`src/rtl/router_pkg.sv`:
```
// Shared types and header-field constants for the router source-port receiver.
package router_pkg;

  localparam int HDR_LEN_MSB = 7;
  localparam int HDR_LEN_LSB = 2;
  localparam int HDR_ADDR_W  = 2;
  localparam int CNT_W       = HDR_LEN_MSB - HDR_LEN_LSB + 1;
  localparam logic [HDR_ADDR_W-1:0] INVALID_ADDR = 2'b11;

  typedef enum logic [1:0] {
    IDLE    = 2'd0,
    PAYLOAD = 2'd1,
    PARITY  = 2'd2,
    CHECK   = 2'd3
  } rx_state_e;

  function automatic logic [CNT_W-1:0] hdr_len(input logic [7:0] hdr);
    return hdr[HDR_LEN_MSB:HDR_LEN_LSB];
  endfunction

  function automatic logic [HDR_ADDR_W-1:0] hdr_addr(input logic [7:0] hdr);
    return hdr[HDR_ADDR_W-1:0];
  endfunction

endpackage

```
`src/rtl/router_parity_acc.sv`:
```
// Running XOR of header and payload bytes; flags a mismatch against the received parity byte.
module router_parity_acc #(
  parameter int DATA_W = 8
) (
  input  logic              clock,
  input  logic              reset,
  input  logic              i_clr,
  input  logic              i_load,
  input  logic              i_acc_en,
  input  logic [DATA_W-1:0] i_din,
  input  logic [DATA_W-1:0] i_cmp_byte,
  output logic              o_mismatch
);

  logic [DATA_W-1:0] r_acc;

  always_ff @(posedge clock) begin
    if (reset || i_clr) begin
      r_acc <= '0;
    end else if (i_load) begin
      r_acc <= i_din;
    end else if (i_acc_en) begin
      r_acc <= r_acc ^ i_din;
    end
  end

  assign o_mismatch = (r_acc != i_cmp_byte);

endmodule

```
`src/rtl/router_pkt_rx.sv`:
```
// Router 1x3 source-port packet receiver: header decode, FIFO steering, busy back-pressure, parity check.
// Optional statistics counters (pkt_cnt/err_cnt) are built when ROUTER_RX_STATS_EN is defined.
//
// state   | meaning
// IDLE    | waiting for a header byte (pkt_valid high)
// PAYLOAD | receiving payload bytes; pkt_valid low is a gap
// PARITY  | next byte is the parity byte, taken regardless of pkt_valid
// CHECK   | one cycle: compare parity, update error, source held off by busy
module router_pkt_rx
  import router_pkg::*;
#(
  parameter int DATA_W   = 8,
  parameter int NUM_DEST = 3
`ifdef ROUTER_RX_STATS_EN
  , parameter int STAT_W = 16
`endif
) (
  input  logic                clock,
  input  logic                reset,
  input  logic                pkt_valid,
  input  logic [DATA_W-1:0]   data_in,
  input  logic [NUM_DEST-1:0] fifo_full,
  output logic [NUM_DEST-1:0] write_enb,
  output logic [DATA_W-1:0]   data_out,
  output logic                busy,
  output logic                error
`ifdef ROUTER_RX_STATS_EN
  , output logic [STAT_W-1:0] pkt_cnt
  , output logic [STAT_W-1:0] err_cnt
`endif
);

  localparam int ADDR_SPAN = 1 << HDR_ADDR_W;

  rx_state_e              r_state;
  rx_state_e              w_state_nxt;
  logic [CNT_W-1:0]       r_cnt;
  logic [HDR_ADDR_W-1:0]  r_addr;
  logic [DATA_W-1:0]      r_par_byte;
  logic                   r_error;

  logic                   w_pending;
  logic [HDR_ADDR_W-1:0]  w_tgt;
  logic                   w_tgt_valid;
  logic                   w_accept;
  logic                   w_mismatch;
  logic                   w_addr_ok;
  logic                   w_err_now;
  logic [ADDR_SPAN-1:0]   w_full_pad;

  // Zero-extend so an invalid address can never select a full flag.
  assign w_full_pad = ADDR_SPAN'(fifo_full);
  assign data_out   = data_in;
  assign error      = r_error;
  assign w_addr_ok  = (r_addr != INVALID_ADDR) && (int'(r_addr) < NUM_DEST);
  assign w_err_now  = w_mismatch || !w_addr_ok;

  always_ff @(posedge clock) begin
    if (reset) begin
      r_state <= IDLE;
    end else begin
      r_state <= w_state_nxt;
    end
  end

  always_comb begin
    w_state_nxt = r_state;
    case (r_state)
      IDLE:    if (w_accept) w_state_nxt = (hdr_len(data_in) == '0) ? PARITY : PAYLOAD;
      PAYLOAD: if (w_accept && r_cnt == CNT_W'(1)) w_state_nxt = PARITY;
      PARITY:  if (w_accept) w_state_nxt = CHECK;
      CHECK:   w_state_nxt = IDLE;
      default: w_state_nxt = IDLE;
    endcase
  end

  always_comb begin
    w_pending   = 1'b0;
    w_tgt       = r_addr;
    w_tgt_valid = 1'b0;
    busy        = 1'b0;
    w_accept    = 1'b0;
    write_enb   = '0;
    case (r_state)
      IDLE: begin
        w_pending = pkt_valid;
        w_tgt     = hdr_addr(data_in);
      end
      PAYLOAD: w_pending = pkt_valid;
      PARITY:  w_pending = 1'b1;
      default: w_pending = 1'b0;
    endcase
    w_tgt_valid = (w_tgt != INVALID_ADDR) && (int'(w_tgt) < NUM_DEST);
    if (!reset) begin
      busy     = (r_state == CHECK) || (w_pending && w_tgt_valid && w_full_pad[w_tgt]);
      w_accept = w_pending && !busy;
    end
    for (int i = 0; i < NUM_DEST; i++) begin
      write_enb[i] = w_accept && w_tgt_valid && (int'(w_tgt) == i);
    end
  end

  always_ff @(posedge clock) begin
    if (reset) begin
      r_cnt      <= '0;
      r_addr     <= '0;
      r_par_byte <= '0;
      r_error    <= 1'b0;
    end else begin
      if (r_state == IDLE && w_accept) begin
        r_addr  <= hdr_addr(data_in);
        r_cnt   <= hdr_len(data_in);
        r_error <= 1'b0;
      end else if (r_state == PAYLOAD && w_accept) begin
        r_cnt <= r_cnt - CNT_W'(1);
      end
      if (r_state == PARITY && w_accept) begin
        r_par_byte <= data_in;
      end
      if (r_state == CHECK) begin
        r_error <= w_err_now;
      end
    end
  end

  router_parity_acc #(.DATA_W(DATA_W)) u_parity (
    .clock      (clock),
    .reset      (reset),
    .i_clr      (r_state == CHECK),
    .i_load     (r_state == IDLE && w_accept),
    .i_acc_en   (r_state == PAYLOAD && w_accept),
    .i_din      (data_in),
    .i_cmp_byte (r_par_byte),
    .o_mismatch (w_mismatch)
  );

`ifdef ROUTER_RX_STATS_EN
  logic [STAT_W-1:0] r_pkt_cnt;
  logic [STAT_W-1:0] r_err_cnt;

  always_ff @(posedge clock) begin
    if (reset) begin
      r_pkt_cnt <= '0;
      r_err_cnt <= '0;
    end else if (r_state == CHECK) begin
      if (r_pkt_cnt != '1) r_pkt_cnt <= r_pkt_cnt + STAT_W'(1);
      if (w_err_now && r_err_cnt != '1) r_err_cnt <= r_err_cnt + STAT_W'(1);
    end
  end

  assign pkt_cnt = r_pkt_cnt;
  assign err_cnt = r_err_cnt;
`endif

endmodule

```
`config.mk`:
```
export PLATFORM = sky130hd
export DESIGN_NAME = router_pkt_rx
export DESIGN_NICKNAME = d
export VERILOG_FILES = /design/src/rtl/router_pkg.sv /design/src/rtl/router_parity_acc.sv /design/src/rtl/router_pkt_rx.sv
export SDC_FILE = /design/constraint.sdc
export NUM_CORES = 1
export LEC_CHECK = 0
export ABC_AREA = 0
export BUFFER_PORTS_ARGS = -buffer_cell sky130_fd_sc_hd__buf_4
export CAP_MARGIN = 20
export CORE_MARGIN = 2
export CORE_UTILIZATION = 47
export DETAILED_ROUTE_END_ITERATION = 12
export HOLD_SLACK_MARGIN = 0.05
export MAX_ROUTING_LAYER = met4
export PLACE_DENSITY = 0.77
export SETUP_SLACK_MARGIN = 0.05
export SYNTH_ARGS = -nofsm -noshare
export SYNTH_HDL_FRONTEND = slang
export SYNTH_HIERARCHICAL = 1
export SYNTH_SLANG_ARGS = --single-unit
```
`constraint.sdc`:
```
create_clock -name clock -period 3.3 [get_ports clock]
set_input_delay 0.33 -clock clock [delete_from_list [all_inputs] [get_ports clock]]
set_output_delay 0.33 -clock clock [all_outputs]
set_load 0.01 [all_outputs]
```
==> results of run 1 <==
[flip-flops by register name, summed over array words and instances (netlist names)]
| name | flops |
|---|---|
| error | 1 |
| u_parity/r_acc | 8 |
| r_addr | 2 |
| r_state | 2 |
| r_par_byte | 8 |
| r_cnt | 6 |
[cell usage after synthesis, types with 2 or more instances]
library cell,n
nor2_1,5
o21ai_1,3
o31ai_1,4
ha_1,7
and2b_1,2
nor4_1,3
o21ai_0,16
nor2b_1,6
a32o_1,3
nand2b_1,4
a21oi_1,24
inv_1,6
buf_4,10
nor3_1,5
or3_1,3
and2_1,2
buf_6,2
nand3b_1,8
xor2_1,8
nand3_1,13
nand2_1,27
clkbuf_1,4
dfxtp_1,27
[power by group]
part / switching (mW) / internal (mW)
Sequential: 0.0452 / 0.378
Clock: 0.0967 / 0.0475
Combinational: 0.331 / 0.240
Total: 0.472 / 0.666
[worst reg2reg max path, delay by kind of cell (launching register included)]
family	cells	cell delay, ns
AO/OA/AOI/OAI	3	0.57
adder cells (fa/ha/maj)	1	0.25
buffers and inverters	1	0.12
flip-flops	1	0.41
multiplexers	2	0.69
AND/OR/NAND/NOR	2	0.65
[stage by stage]
stage	std cells	area, µm²	util	hold WS [ns]
global route	271	1860	0.549	0.267
floorplan	211	1690	-	0.448
global placement	267	1830	0.541	0.456
CTS	271	1860	0.549	0.273
finish	271	1860	0.549	0.278
detailed placement	267	1830	0.541	0.460
[worst paths after layout]
check,to,startpoint,slack [ns],cells after the start
worst min register to register,r_par_byte[0],r_par_byte[0],0.48,2
worst min-delay path,r_par_byte[2],data_in[2],0.28,3
worst max-delay path,write_enb[0],r_state[0],0.49,7
worst max register to register,u_parity/r_acc[4],r_state[0],0.54,9
[per-layer routing]
metal | global-route usage | part of all wire | wire length (µm)
met5 | - | 0 | 0
met4 | 0.0652 | 0.014 | 48
met3 | 0.0317 | 0.029 | 100
met2 | 0.284 | 0.46 | 1560
met1 | 0.231 | 0.50 | 1710
[cell type report]
class	count	area, µm²	area share
Inverter	7	26.3	0.0141
Timing Repair Buffer	28	210	0.113
Sequential cell	27	541	0.291
Clock buffer	4	26.3	0.0141
Tap cell	46	57.6	0.0310
Multi-Input combinational cell	159	998	0.537
[logic make-up after synthesis]
logic type | Yosys count | synth area share
AND/OR/NAND/NOR | 82 | 0.253
XOR/XNOR | 8 | 0.0415
AO/OA/AOI/OAI | 58 | 0.218
buffers and inverters | 25 | 0.0875
multiplexers | 4 | 0.0274
adder cells (fa/ha/maj) | 7 | 0.0519
flip-flops | 27 | 0.320
[cell usage in the layout, fill, tap and decap left out, types with 4 or more instances in the layout]
| master | n |
|---|---|
| nor3_1 | 5 |
| nand2_1 | 27 |
| buf_4 | 28 |
| nor2_1 | 5 |
| a21oi_1 | 24 |
| inv_1 | 6 |
| ha_1 | 7 |
| nand2b_1 | 4 |
| nor2b_1 | 6 |
| dfxtp_1 | 27 |
| o31ai_1 | 4 |
| nand3_1 | 13 |
| o21ai_0 | 16 |
| nand3b_1 | 8 |
| xor2_1 | 8 |
==> impl_results.md, run 1 <==
* Status: complete, no violations
* Antenna Cells at 0
* Pleak at 0.759 nW
* Largest net degree at the start of global routing at 25
* First drt pass iteration count at 4
* Final Max Slew Viols at 0
* Period utilization at 0.850
* Setup TNS at 0 ns
* WP buf/inv at 2
* Antenna-violating nets left at 0
* Startpoint types: flop
* Syn avg cell area at 7.99 µm²
* Post-CTS setup buffers at 0
* Req. time, crit path at 2.97 ns
* GRT overflow at 0
* Maximum root-to-sink buffer count at 2
* Drt via density at around 5.4
* RSZ-0062 raised after global routing: false
* PnR worst setup slack at about 0.5 ns
* Initial cell density of the core at 0.498
* EDFF count, synth at 0
* Starting DRT DRC Count at 77
* Top post-synthesis cells by area: dfxtp_1, a21oi_1, nand2_1, ha_1, o21ai_0
* Post-DP HPWL at around 2500 µm
* Die H at roughly 64 µm
* Max-Cap Viols at 0
* Hold Crit Class: in -> reg
* Via count at between 1000 and 1500
* CTS root buf: clkbuf_4
* Crit-path cells: inv_1, ha_1, mux2i_2, mux2i_1, o211a_4, and3b_1, buf_4
* Post-cts gate resize count at 0
* Final min period at 2.81 ns
* Dominant synthesized flop cell: dfxtp_1
* Post-CTS Hold Buffers at 0
* Crit path kind: reg -> out
* Slowest cell on crit path: dfxtp_1
* Final GP Congestion at 0.821
* Synth unique cells at 42
* Fmax at 356 MHz
* Slew HR at 0.689
* Final wirelength at 3420 µm
* Worst Path Max Fanout at 24
* Total GRT Usage at 0.180
* Standard-cell rows at 21
* Clock sink count at 27
* Fin. Hold Viols at 0
* H-tree depth at 1
* Post-synthesis sequential area ratio at 0.320
* Post-Syn Area at ~1700 µm²
* I/O pin count at 27
* Ratio of cells with drive above 1 in the final layout at 0.169
* Ys Warns at 6
* CTS tree: yes
* Place WS at 0.590 ns
* Worst Skew at 0.00195 ns
* Worst path top cell family by delay: multiplexers
* CORE AREA at 3390 µm²
* Critical Path Max Stage Delay at 0.41 ns
* Nets at 247
* Syn nets at 232
* Yosys top cell area share at 0.320
* Clock Pin Slew Worst Setup and Hold Paths at 0.14 ns
* Synth-to-layout area growth at 10.2%
* Synth area leader: dfxtp_1
* Crit end category: output pin
* Syn Inst Count at 211
* Die width at 63.9 µm
* Vias in the first global route at 1262
* Power per cell area at about 610 nW/µm²
* PortBufs at 26
* DIE AREA at 4080 µm²
* WL/cell at 12.6 µm
* First-pass GRT wire length at a little under 6000 µm
* Fraction of registers with async set/reset at 0
* Final setup vio count at 0
* Initial antenna violation count at 0
* Total CTS buffers at 3
* Pwr Total at approximately 1.1 mW
* Maximum vdd drop at about 0.37 mV
* Filler Cell Count at roughly 330
* DRC at 0
* Slew @ Worst Pin at 0.467 ns
* Flip-flop and latch count after synthesis at 27
* Critical Path AT at between 2 and 2.5 ns
* Worst-Skew Late Latency at approximately 0.33 ns
Note: power is estimated with default switching activity, not from simulation.
==> inputs of run 2 (changes only) <==
--- a/config.mk
+++ b/config.mk
@@ -8,6 +8,7 @@
 export ABC_AREA = 0
 export BUFFER_PORTS_ARGS = -buffer_cell sky130_fd_sc_hd__buf_4
 export CAP_MARGIN = 20
+export CORE_ASPECT_RATIO = 1.75
 export CORE_MARGIN = 2
 export CORE_UTILIZATION = 47
 export DETAILED_ROUTE_END_ITERATION = 12
==> impl_results.md, run 2 (same netlist as run 1, synthesis figures left out) <==
* Status: complete, no violations
* Total CTS buffers at 3
* Commonest non-fill, non-tap cells in the layout: buf_4, nand2_1, dfxtp_1, a21oi_1, o21ai_0
* DRC at 0
* H-tree depth at 1
* Antenna Cells at 0
* Crit-path cells: inv_1, ha_1, mux2i_2, mux2i_1, o211a_4, and2_1, nor2b_1, o21ai_0, a21oi_1
* RSZ-0062 raised after global routing: false
* Setup TNS at 0 ns
* Hold Crit Depth at 3
* Req. time, crit path at 3.51 ns
* Crit end category: flop
* R2R cell count at 9
* Final GP Congestion at 0.856
* WP buf/inv at 1
* Clock sink count at 27
* Hold Crit Class: in -> reg
* Via count at 1482
* Maximum root-to-sink buffer count at 2
* Critical Path Stages at 9
* Final Max Slew Viols at 0
* Max-Cap Viols at 0
* Die width at 49.3 µm
* Startpoint types: flop
* Pleak at 0.766 nW
* CTS root buf: clkbuf_8
* I/O pin count at 27
* First-pass GRT wire length at 6150 µm
* Fmax at approximately 360 MHz
* Starting DRT DRC Count at 32
* Largest registers: r_par_byte (8), u_parity/r_acc (8), r_cnt (6)
* Post-cts gate resize count at 0
* Slew HR at 0.691
* Commonest non-fill, non-tap cell in the layout: buf_4
* Flop2flop setup slack at 0.55 ns
* Worst-Skew Late Latency at 0.27 ns
* Final setup vio count at 0
* Initial cell density of the core at 0.496
* CTS tree: yes
* Nets at 247
* Drt via density at about 5.5
* Worst path top cell family by delay: multiplexers
* Worst Path Max Fanout at 24
* Critical Path Max Stage Delay at 0.46 ns
* Largest net degree at the start of global routing at 25
* First drt pass iteration count at 4
* Standard-cell rows at 28
* Total GRT Usage at 0.192
* Power per cell area at 634 nW/µm²
* Pwr Total at 1.19 mW
* Vias in the first global route at 1429
* Post-CTS Hold Buffers at 0
* Worst Skew at 0.00393 ns
* Maximum vdd drop at 0.529 mV
* DIE AREA at 4100 µm²
* Slew @ Worst Pin at 0.460 ns
* Core Util, Final at 0.552
* Critical Path AT at 2.96 ns
* Die H at roughly 83 µm
* Crit path kind: reg -> reg
* Period utilization at 0.835
* Ratio of cells with drive above 1 in the final layout at 0.169
* WL/cell at 13.1 µm
* Antenna-violating nets left at 0
* Synth-to-layout area growth at 11.3%
* Clock Pin Slew Worst Setup and Hold Paths at 0.09 ns
* Fin. Hold Viols at 0
* Final wirelength at roughly 3500 µm
* Final min period at roughly 2.8 ns
* Post-CTS setup buffers at 0
* Slowest cell on crit path: and2_1
* Initial antenna violation count at 0
* GRT overflow at 0
* Post-DP HPWL at approximately 2700 µm
* CORE AREA at 3400 µm²
* PortBufs at 26
run 2: worst reg2reg max path, stage by stage, from the launching register on:
cell and delay [ns]:
dfxtp_1 0.39, inv_1 0.11, ha_1 0.24, mux2i_2 0.28, mux2i_1 0.42, o211a_4 0.36
and2_1 0.46, nor2b_1 0.20, o21ai_0 0.09, a21oi_1 0.14
run 2: cell type report:
cell class	instances	area [µm²]
Tap cell	45	56.3
Fill cell	334	1520
Inverter	7	26.3
Sequential cell	27	541
Clock buffer	4	45.0
Timing Repair Buffer	28	210
Multi-Input combinational cell	159	998
run 2: where the power goes:
group	switching, mW	internal, mW
logic	0.335	0.242
registers	0.0453	0.378
clock network	0.103	0.0865
run 2: worst paths after layout:
check                     start                end
setup / recovery     r_state[0]  u_parity/r_acc[5]
hold / removal       data_in[2]      r_par_byte[2]
setup reg to reg     r_state[0]  u_parity/r_acc[5]
hold reg to reg   r_par_byte[2]      r_par_byte[2]
run 2: metal layers:
metal  up-vias  track usage  part of all wire
li1        763            -                 -
met1       691        0.202              0.41
met2        22        0.340              0.54
met3         6       0.0288             0.025
met4         0       0.0883             0.019
met5         -            -                 0
run 2: stage by stage:
stage	hold WS [ns]	worst slack [ns]	instance area (µm²)	std cells
3_3_place_gp	0.455	0.701	1830	266
4_1_cts	0.342	0.522	1880	270
3_5_place_dp	0.459	0.546	1830	266
2_1_floorplan	0.448	0.945	1690	211
6_report	0.346	0.546	1880	270
5_1_grt	0.349	0.291	1880	270
